$ cat config.mk
export PLATFORM = sky130hd
export DESIGN_NAME = instr_fetch
export DESIGN_NICKNAME = d
export VERILOG_FILES = /design/src/rtl/cpu16_pkg.sv /design/src/rtl/fetch_fifo.sv /design/src/rtl/instr_fetch.sv
export SDC_FILE = /design/constraint.sdc
export NUM_CORES = 1
export LEC_CHECK = 0
export ABC_AREA = 1
export CAP_MARGIN = 15
export CORE_MARGIN = 2
export CORE_UTILIZATION = 56
export CTS_CLUSTER_DIAMETER = 100
export CTS_CLUSTER_SIZE = 30
export DETAILED_ROUTE_END_ITERATION = 6
export HOLD_SLACK_MARGIN = 0.15
export PLACE_DENSITY = 0.81
export RECOVER_POWER = 25
export SYNTH_ARGS = -nofsm -noshare
export SYNTH_HDL_FRONTEND = slang
export SYNTH_HIERARCHICAL = 1
export SYNTH_SLANG_ARGS = --single-unit
export TNS_END_PERCENT = 50
$ cat constraint.sdc
create_clock -name clk -period 5.3 [get_ports clk]
set_clock_uncertainty 0.15 [all_clocks]
set_input_delay 1.325 -clock clk [delete_from_list [all_inputs] [get_ports clk]]
set_output_delay 1.325 -clock clk [all_outputs]
set_load 0.05 [all_outputs]
$ cat src/rtl/cpu16_pkg.sv
// Shared types and constants for the cpu16 core.
//   word_t        : 16-bit instruction/data word
//   addr_t        : 16-bit word address
//   RESET_VECTOR  : fetch address after reset
//   fetch_entry_t : one prefetch slot, the fetched word plus the PC it came from
package cpu16_pkg;

  typedef logic [15:0] word_t;
  typedef logic [15:0] addr_t;

  localparam addr_t RESET_VECTOR = 16'h0000;

  typedef struct packed {
    addr_t pc;
    word_t instr;
  } fetch_entry_t;

endpackage

$ cat src/rtl/fetch_fifo.sv
// Synchronous prefetch FIFO of fetch_entry_t.
// Ports:
//   clk, rst   : clock, synchronous active-high reset (clears pointers and storage)
//   push       : write wdata at the tail (legal when full if pop is also high)
//   pop        : drop the head entry (caller guarantees !empty)
//   flush      : discard all entries; overrides push/pop
//   wdata      : entry to write
//   full/empty : occupancy flags
//   head       : entry at the read pointer, straight from storage
module fetch_fifo
  import cpu16_pkg::*;
#(
  parameter int DEPTH = 4
) (
  input  logic         clk,
  input  logic         rst,
  input  logic         push,
  input  logic         pop,
  input  logic         flush,
  input  fetch_entry_t wdata,
  output logic         full,
  output logic         empty,
  output fetch_entry_t head
);

  localparam int PW = $clog2(DEPTH);
  localparam int CW = PW + 1;
  localparam logic [CW-1:0] FULL_COUNT = CW'(DEPTH);

  fetch_entry_t   storage [DEPTH];
  logic [PW-1:0]  rd_ptr;
  logic [PW-1:0]  wr_ptr;
  logic [CW-1:0]  count;

  always_ff @(posedge clk) begin
    if (rst) begin
      rd_ptr <= '0;
      wr_ptr <= '0;
      count  <= '0;
      // NOTE: storage is reset on purpose so instr/instr_pc read 0 after
      // reset; a FIFO that does not need that should leave memories unreset.
      for (int i = 0; i < DEPTH; i++) begin
        storage[i] <= '0;
      end
    end else if (flush) begin
      // Storage contents are left in place; only occupancy is discarded.
      rd_ptr <= '0;
      wr_ptr <= '0;
      count  <= '0;
    end else begin
      if (push) begin
        storage[wr_ptr] <= wdata;
        // DEPTH is a power of two, so natural pointer overflow is modulo DEPTH.
        wr_ptr <= wr_ptr + 1'b1;
      end
      if (pop) begin
        rd_ptr <= rd_ptr + 1'b1;
      end
      case ({push, pop})
        2'b10:   count <= count + 1'b1;
        2'b01:   count <= count - 1'b1;
        default: count <= count;
      endcase
    end
  end

  assign full  = (count == FULL_COUNT);
  assign empty = (count == '0);
  assign head  = storage[rd_ptr];

endmodule

$ cat src/rtl/instr_fetch.sv
// Instruction fetch front-end for cpu16.
// Reads a combinational program memory at fetch_pc, buffers {pc, word} in a
// prefetch FIFO and presents the head to decode over valid/ready.
// Ports:
//   clk, rst        : clock, synchronous active-high reset
//   mem_addr        : word address to program memory (= fetch_pc, registered)
//   mem_data        : word at mem_addr, same cycle
//   fetch_en        : 1 = fetch, 0 = hold fetch_pc and stop pushing
//   redirect_valid  : flush and restart fetch at redirect_pc
//   redirect_pc     : new fetch address
//   instr_valid     : head entry valid
//   instr_ready     : decode accepts the head
//   instr, instr_pc : head word and the address it was fetched from
module instr_fetch
  import cpu16_pkg::*;
#(
  parameter int          DEPTH    = 4,
  parameter logic [15:0] RESET_PC = RESET_VECTOR
) (
  input  logic        clk,
  input  logic        rst,
  output logic [15:0] mem_addr,
  input  logic [15:0] mem_data,
  input  logic        fetch_en,
  input  logic        redirect_valid,
  input  logic [15:0] redirect_pc,
  output logic        instr_valid,
  input  logic        instr_ready,
  output logic [15:0] instr,
  output logic [15:0] instr_pc
);

  addr_t        fetch_pc;
  logic         push;
  logic         pop;
  logic         full;
  logic         empty;
  fetch_entry_t wdata;
  fetch_entry_t head;

  assign instr_valid = !empty;
  assign pop         = instr_valid && instr_ready;
  // A full FIFO still accepts a word when the head leaves in the same cycle,
  // which is what keeps a ready decode fed without bubbles.
  assign push        = fetch_en && !redirect_valid && (!full || pop);

  assign wdata.pc    = fetch_pc;
  assign wdata.instr = mem_data;

  always_ff @(posedge clk) begin
    // NOTE: sequential state uses non-blocking assignments so every register
    // samples pre-edge values regardless of statement order.
    if (rst) begin
      fetch_pc <= RESET_PC;
    end else if (redirect_valid) begin
      fetch_pc <= redirect_pc;
    end else if (push) begin
      fetch_pc <= fetch_pc + 16'd1;
    end
  end

  // Flush on redirect: a head popped the same cycle is already delivered,
  // everything else behind it is dropped.
  fetch_fifo #(
    .DEPTH (DEPTH)
  ) u_fifo (
    .clk   (clk),
    .rst   (rst),
    .push  (push),
    .pop   (pop),
    .flush (redirect_valid),
    .wdata (wdata),
    .full  (full),
    .empty (empty),
    .head  (head)
  );

  assign mem_addr = fetch_pc;
  assign instr    = head.instr;
  assign instr_pc = head.pc;

endmodule

Word-level counts from Yosys, hierarchy flattened
Memory sizes are Yosys's and may differ from the RTL's. A register that Yosys moved wholly into a read port is not among the register bits.
Index checks and enable logic that the tools add are counted.
{"block": "word_totals", "inputBits": 37, "mem_bits_rw": 128, "ff_bits": 23, "memories": 1, "out_inout_bits": 49, "wordCells": 39}
{"name": "u_fifo.storage", "depth": 4, "word_bits": 32, "read_ports": 1, "rd_clocked_by_memory_dff": 1, "write_ports": 4, "line_no": "fetch_fifo.sv:30", "text": "fetch_entry_t storage [DEPTH];"}
{"block": "classes", "muxes": 14, "eq_ne": 3, "reduce_logical": 12, "add_sub_neg": 5}
{"cell": "$mux W16", "n": 2}
{"cell": "$mux W32", "n": 1}
{"cell": "$reduce_or A32 Y1", "n": 1}
{"cell": "$add A16 B1 Y16 const B", "n": 1}
{"cell": "$mux W1", "n": 7}
{"cell": "$mux W2", "n": 3}
{"cell": "$pmux W3 S2", "n": 1}
{"cell": "$add A2 B1 Y2 const B", "n": 2}
{"cell": "$reduce_bool A2 Y1", "n": 2}
{"cell": "$add A3 B1 Y3 const B", "n": 1}
{"cell": "$eq A3 B3 Y1 const B", "n": 1}
{"cell": "$logic_and A1 B1 Y1", "n": 3}
{"cell": "$logic_not A1 Y1", "n": 3}
{"cell": "$logic_not A3 Y1", "n": 1}
{"cell": "$sub A3 B1 Y3 const B", "n": 1}
{"cell": "$eq A2 B1 Y1 const B", "n": 1}
{"cell": "$eq A2 B2 Y1 const B", "n": 1}
{"cell": "$reduce_or A2 Y1", "n": 1}
{"cell": "$logic_or A1 B1 Y1", "n": 1}

Depth between registers and ports, before layout
Gate-level depths: netlist of run 1.
{"block": "logic_depth", "depth_word": 11, "ltp_mapped": 15, "mapped_depth_nobuf": 15}

Cells and area by module
Netlist of run 1, hierarchy kept.
{"mod": "fetch_fifo", "area_each_um2": 5890.6, "cells_per_inst": 543, "seq_area_each_um2": 4023.9, "n_inst": 1}
{"mod": "instr_fetch", "area_each_um2": 1149.9, "cells_per_inst": 194, "seq_area_each_um2": 320.3, "n_inst": 1}

Least setup slack after synthesis of run 1
No wires, ideal clock.
{"block": "synth_path", "path_type": "input -> register", "from": "input port redirect_valid", "to": "memory u_fifo/storage[2][0] (netlist bit) (enable)", "path_stages": 7, "arrival_ns": 4.375, "required_time_ns": 4.684, "setup_slack_ns": 0.309, "path_buffers": 2, "setup_time_ns": 0.466, "cell_sequence": "buf_6 nor2_1 nand2_2 clkinv_1 nand2_4 buf_2 o21ai_0"}
{"element": "start, declared", "line_no": "instr_fetch.sv:25", "text": "input logic redirect_valid,"}
{"element": "end, declared", "line_no": "fetch_fifo.sv:30"}

==> results of run 1 <==
-- how the worst max path moves through the flow --
stage	start	slack, ns	depth (start not counted)	to
after global placement	redirect_valid	1.28	10	u_fifo/storage[1][19]
after floorplan	redirect_valid	0.31	7	u_fifo/storage[2][0]
after detailed placement	redirect_valid	1.20	10	u_fifo/storage[1][29]
after CTS	flop	0.89	4	instr_pc[10]
final	redirect_valid	0.77	10	u_fifo/storage[0][27]
after global routing	redirect_valid	0.49	10	u_fifo/storage[1][4]
-- layer usage --
layer / up-vias / share of wire
met3: 33 / 0.079
met5: - / 0
met2: 310 / 0.48
li1: 2643 / -
met4: 0 / 0.020
met1: 2598 / 0.42
-- kinds of logic after synthesis --
group                      synth area share
AOI/OAI and AO/OA                     0.106
xor gates and xnor gates            0.00124
adders and majority gates           0.00640
buffers and inverters                0.0730
DFF                                   0.617
and+or+nand+nor                       0.196
-- cell type report --
class | instances | area [um2]
Sequential cell | 153 | 4350
Fill cell | 914 | 3720
Multi-Input combinational cell | 469 | 2170
Timing Repair Buffer | 98 | 936
Clock buffer | 21 | 440
Inverter | 75 | 282
Tap cell | 168 | 210
Clock inverter | 7 | 56.3
-- power breakdown --
group | internal [mW] | switching, mW | total (mW)
Clock | 0.626 | 0.429 | 1.05
Combinational | 0.0989 | 0.218 | 0.317
Sequential | 1.36 | 0.0299 | 1.39
-- cells in the final DEF (no fill, tap or decap), drive strengths merged, types with 6 or more instances in the layout --
cell           count
nor2             187
o21ai             77
nor3              35
o22ai             32
dlygate4sd3       18
clkdlybuf4s50     67
inv               74
o21bai             6
edfxtp           128
nand3             27
clkbuf            25
clkinv             7
nand2             76
a21oi             16
dfxtp             25
buf                9
-- sequential cells by signal (all words and copies together), names as in the netlist, named ones only --
| name | flops |
|---|---|
| u_fifo/rd_ptr | 2 |
| mem_addr | 16 |
| u_fifo/storage | 128 |
| u_fifo/count | 3 |
| u_fifo/wr_ptr | 2 |
-- through the flow --
| step | hold slack, ns | setup WS (ns) | std cells |
|---|---|---|---|
| after CTS | 0.297 | 0.886 | 991 |
| final | 0.308 | 0.770 | 991 |
| after floorplan | 0.262 | 0.309 | 737 |
| after global placement | 0.277 | 1.28 | 963 |
| after global routing | 0.329 | 0.490 | 991 |
| after detailed placement | 0.290 | 1.20 | 963 |
-- cells in the mapped netlist (6+ instances only) --
cell type,n
sky130_fd_sc_hd__nor2_1,182
sky130_fd_sc_hd__edfxtp_1,128
sky130_fd_sc_hd__inv_1,71
sky130_fd_sc_hd__nand2_1,70
sky130_fd_sc_hd__o21ai_0,70
sky130_fd_sc_hd__nor3_1,34
sky130_fd_sc_hd__o22ai_1,32
sky130_fd_sc_hd__nand3_1,27
sky130_fd_sc_hd__dfxtp_1,25
sky130_fd_sc_hd__clkbuf_1,18
sky130_fd_sc_hd__a21oi_1,16
sky130_fd_sc_hd__buf_2,12
sky130_fd_sc_hd__buf_6,9
sky130_fd_sc_hd__o21ai_1,6
sky130_fd_sc_hd__o21bai_1,6
-- worst register-to-register path, delay by kind of cell, from the launching register on --
family	cells	cell delay, ns
AO/OA/AOI/OAI	1	0.13
buffers and inverters	2	1.03
flip-flops	1	0.33
AND/OR/NAND/NOR	6	1.49
==> flow_summary.ini, run 1 <==
[status]
outcome = finished, final reports clean

[detailed_routing]
detail_route.wl_per_cell_um = 16.7
via_count_normalized_by_instance_count = 5.63
post-route-drc-count = 0
route.antenna.remaining_nets = 0
drt-initial-drc-count = 642
detail_route.first_pass.iterations = 5
wl_um = 16600
detailroute.via_count = 5584

[setup_path]
worst_ep_required_time_ns = 5.28
reg2regPathDepth = 9
cpMaxStageDelayCell = sky130_fd_sc_hd__clkbuf_2
critical_path.endpoint_type = flop
path_cells = dlygate4sd3_1 > clkbuf_1 > nor2_1 > nand2_1 > clkinv_1 > nand2_1 > nor2_1 > nand2_2 > clkbuf_2 > nor2_1
critical_path.reg2reg.endpoint = u_fifo/storage[0][27]
worstSetupStartpointType = input port
critPathBufInv = 4
crit_family = buffers and inverters
critPathMaxFanout = 32
worst_path_largest_cell_delay_ns = 0.61
r2r_slack_ns = 1.88
cpMostUsedCell = sky130_fd_sc_hd__nor2_1
worst_r2r_startpoint = u_fifo/count[1]
setup.worst_path.class = input port to flop
arrival_ns = 4.51

[place]
dp.final_hpwl_um = 10200
post_dp_cell_area_um2 = 7980
globalplace.congestion = 0.915
port_buffers = 85

[logic_synthesis]
yosys.cell_types.count = 32
synth_sequential_area_ratio = 0.617
yosys_register_bits = 153
synth_enable_flop_cells = 128
avgSynthCellArea_um2 = 9.55
mappedNetlistArea_um2 = 7040
yosys_warnings = 6
synthArstFlopShare = 0
share_of_the_synthesized_area_in_the_top_cell_type = 0.546
post_synth_inst_count = 737
synth_area_leaders = sky130_fd_sc_hd__edfxtp_1 (55%), sky130_fd_sc_hd__nor2_1 (9.7%), sky130_fd_sc_hd__dfxtp_1 (7.1%), sky130_fd_sc_hd__o21ai_0 (5.0%), sky130_fd_sc_hd__inv_1 (3.8%)
postSynthNetCount = 777
netlist.top_cell.by_area = sky130_fd_sc_hd__edfxtp_1
ys_dominant_reg_cell = sky130_fd_sc_hd__edfxtp_1

[worst_hold_path]
timing.hold.worst.start = u_fifo/rd_ptr[1]
hold_crit_class = flop to flop
worstHoldPathCells = 1

[clock_tree]
postCtsSetupRepairBufs = 0
clock_tree_from_tritoncts = done
clock_sinks = 153
clock_path_buffers = 2
clk_pin_slew_worst_paths_ns = 0.06
cts_hold_buf = 0
clock_tree.root_cell = sky130_fd_sc_hd__clkbuf_16
post_cts_resize_count = 0
numCtsBuffers = 17
clock_tree.htree_level_count = 4
clock_latency_ns = 0.42

[die]
die-height_um = 116
placementRows = 40
die_width_um = 116
core_region_um2 = 12200
start_util = 0.579
dieArea_um2 = 13500
num_io_pins = 86

[global_routing]
grt.total_usage = 0.260
total_congestion_overflow = 0
number_of_global_route_vias_before_repair = 5385
grt_start_max_net_pins = 65
grt_pass1_wl_um = 26800
global_route_layer_with_the_greatest_usage = met2
use_met2 = 0.409
grtUsageMet3 = 0.0509
number_of_antenna_violations_at_the_first_check_in_global_routing = 0
use_met1 = 0.361

[timing]
rsz0062_at_grt = false
final_critical_path_time_including_i_o_delays_and_setup_ns = 4.53
timing_hold_violations_final = 0
final-setup-viol-count = 0
setup_tns_final_ns = 0
max_clock_freq_ghz = 0.221
worst_slew_pin_slew_ns = 0.918
timing.final.max_slew_violations = 0
headroom_to_the_max_slew_limit = 0.388
final.period_utilization = 0.855

[cells_and_area]
antennaDiodeCount = 0
finish.instance_area_um2 = 8440
finalCoreUtilization = 0.694
layout-drive-gt1-share = 0.0559
syn_to_final_growth_pct = 19.9
finalNetCount = 854

[pwr]
power.ir.vdd_worst_mv = 0.175
final_total_pwr_mw = 2.76
power.density_nw_per_um2 = 327
power.static_leakage_nw = 3.25

[flow_run]
number_of_max_cap_violations = 0
Power figures use the tool's default switching activity.
==> inputs of run 2 (changes only) <==
Settings changed: SYNTH_HIERARCHICAL 1 to unset.
==> run 2 against run 1 <==
Compared with the run above:
- synthesized cell count down 0.81%
- utilization down 1.7 points
- cell area about the same
- global-route usage down 1.4 points
- clock power up 5%
- die area up 0.29%
==> flow_summary.ini, run 2 <==
[cells_and_area]
mostFrequentLayoutCells = sky130_fd_sc_hd__nor2_1 (192), sky130_fd_sc_hd__edfxtp_1 (128), sky130_fd_sc_hd__nand2_1 (87)
layout-drive-gt1-share = 0.0852
finalNetCount = 849
regMostFlops = u_fifo.storage
syn_to_final_growth_pct = 19.5
layout.cells.most_common = sky130_fd_sc_hd__nor2_1
finish.instance_area_um2 = 8440
antennaDiodeCount = 0
largest_reg_flops = 128

[die]
start_util = 0.566
core_region_um2 = 12500
dieArea_um2 = 13500
placementRows = 41
num_io_pins = 86
die-height_um = 116
die_width_um = 116

[logic_synthesis]
yosys.cell_types.count = 35
avgSynthCellArea_um2 = 9.66
synth.top_cells.by_count = sky130_fd_sc_hd__nor2_1 (183), sky130_fd_sc_hd__edfxtp_1 (128), sky130_fd_sc_hd__o21ai_0 (79)
netlist.top_cell.by_area = sky130_fd_sc_hd__edfxtp_1
yosysMostFrequentCell = sky130_fd_sc_hd__nor2_1
synth_sequential_area_ratio = 0.615
yosys_register_bits = 153
share_of_the_synthesized_area_in_the_top_cell_type = 0.544
post_synth_inst_count = 731
synthArstFlopShare = 0
yosys_warnings = 0
synth_area_leaders = sky130_fd_sc_hd__edfxtp_1 (54%), sky130_fd_sc_hd__nor2_1 (9.7%), sky130_fd_sc_hd__dfxtp_1 (7.1%), sky130_fd_sc_hd__o21ai_0 (5.6%), sky130_fd_sc_hd__nand2_1 (4.1%)
synth_enable_flop_cells = 128
mappedNetlistArea_um2 = 7060
ys_dominant_reg_cell = sky130_fd_sc_hd__edfxtp_1
postSynthNetCount = 771

[global_routing]
number_of_antenna_violations_at_the_first_check_in_global_routing = 0
total_congestion_overflow = 0
grt.total_usage = 0.246
grt_start_max_net_pins = 65
number_of_global_route_vias_before_repair = 5227
grt_pass1_wl_um = 25300

[timing]
worst_slew_pin_slew_ns = 1.04
fin_hold_ws_ns = 0.334
setup_tns_final_ns = 0
headroom_to_the_max_slew_limit = 0.308
timing.final.max_slew_violations = 0
max_clock_freq_ghz = 0.228
final-setup-viol-count = 0
final_critical_path_time_including_i_o_delays_and_setup_ns = 4.38
final.period_utilization = 0.826
timing_hold_violations_final = 0
rsz0062_at_grt = false

[flow_run]
number_of_max_cap_violations = 0

[clock_tree]
numCtsBuffers = 17
clk_pin_slew_worst_paths_ns = 0.06
clock_sinks = 153
clock_tree.htree_level_count = 4
clock_latency_ns = 0.43
clock_tree_from_tritoncts = done
cts_hold_buf = 0
postCtsSetupRepairBufs = 0
clock_path_buffers = 2
clock_tree.root_cell = sky130_fd_sc_hd__clkbuf_16
post_cts_resize_count = 0

[pwr]
power.static_leakage_nw = 3.38
power.ir.vdd_worst_mv = 0.185
power.density_nw_per_um2 = 332
final_total_pwr_mw = 2.80

[setup_path]
critPathMaxFanout = 39
worst_r2r_startpoint = u_fifo.count[2]
worst_ep_required_time_ns = 3.83
worstSetupStartpointType = flop
critical_path.endpoint_type = output pin
setup.worst_path.class = flop to output pin
arrival_ns = 2.90

[detailed_routing]
drt-initial-drc-count = 547
post-route-drc-count = 0
wl_met3_um = 1030
route.antenna.remaining_nets = 0
detail_route.first_pass.iterations = 5
detailroute.via_count = 5365
via_count_normalized_by_instance_count = 5.40
wl_met1_um = 6810
detailroute.wirelength.met2_um = 7870
detail_route.wl_per_cell_um = 16.1
wl_um = 16000
highest_layer = met4

[place]
globalplace.congestion = 0.920
port_buffers = 85
dp.final_hpwl_um = 10100
post_dp_cell_area_um2 = 8030

[worst_hold_path]
timing.hold.worst.start = u_fifo.rd_ptr[0]
hold_crit_class = flop to flop

[status]
outcome = finished, final reports clean
## run 2: cell count changes after synthesis, sizes merged, moves of 2 or more
| cell | delta |
|---|---|
| nand3 | -2 |
| o21bai | -6 |
| clkbuf | +9 |
| a21oi | +3 |
| inv | +7 |
| nor3 | -35 |
| o21ai | +4 |
| nor2 | +9 |
| xor2 | +2 |
| buf | -13 |
| nand2 | +14 |
## run 2: final timing paths
path / end / slack (ns) / cells after the start
max: instr[8] / 0.92 / 4
min: flop / 0.33 / 1
max reg2reg: u_fifo.storage[2][26] / 2.71 / 8
min reg2reg: flop / 0.33 / 1
## run 2: layer usage
layer  up-vias  global-route usage
li1       2598                   -
met5         -                   0
met2       213               0.407
met3        27              0.0457
met1      2527               0.326
met4         0              0.0960
## run 2: cell families after synthesis
family	share of synthesized area
xor+xnor	0.00248
buf+inv	0.0698
flops	0.615
fa+ha+maj	0.00638
compound gates	0.108
simple gates	0.198
## run 2: worst max-delay path, stage by stage, from the launching register on
cell                              delay (ns)
sky130_fd_sc_hd__dfxtp_2                0.33
sky130_fd_sc_hd__clkinv_1               0.75
sky130_fd_sc_hd__o21ai_0                0.51
sky130_fd_sc_hd__o22ai_1                0.15
sky130_fd_sc_hd__clkdlybuf4s50_1        0.73
## run 2: area by class of cell
| cell class | instances | area [um2] |
|---|---|---|
| timing repair buffer | 95 | 906 |
| sequential | 153 | 4350 |
| fill | 968 | 4020 |
| multi-input combinational | 459 | 2110 |
| tap | 172 | 215 |
| clock buffer | 17 | 425 |
| inverter | 83 | 317 |
| clock inverter | 15 | 121 |
## run 2: metrics by stage
stage	util	std cells	worst slack (ns)
6_report	0.677	994	0.922
5_1_grt	0.677	994	0.713
4_1_cts	0.688	994	0.881
3_5_place_dp	0.644	962	1.05
3_3_place_gp	0.642	961	1.16
2_1_floorplan	-	731	0.594
## run 2: where the power goes
part	switching, mW	internal (mW)	leakage (nW)
Sequential	0.0262	1.36	1.54
Clock	0.499	0.604	0.252
Combinational	0.217	0.0986	1.59
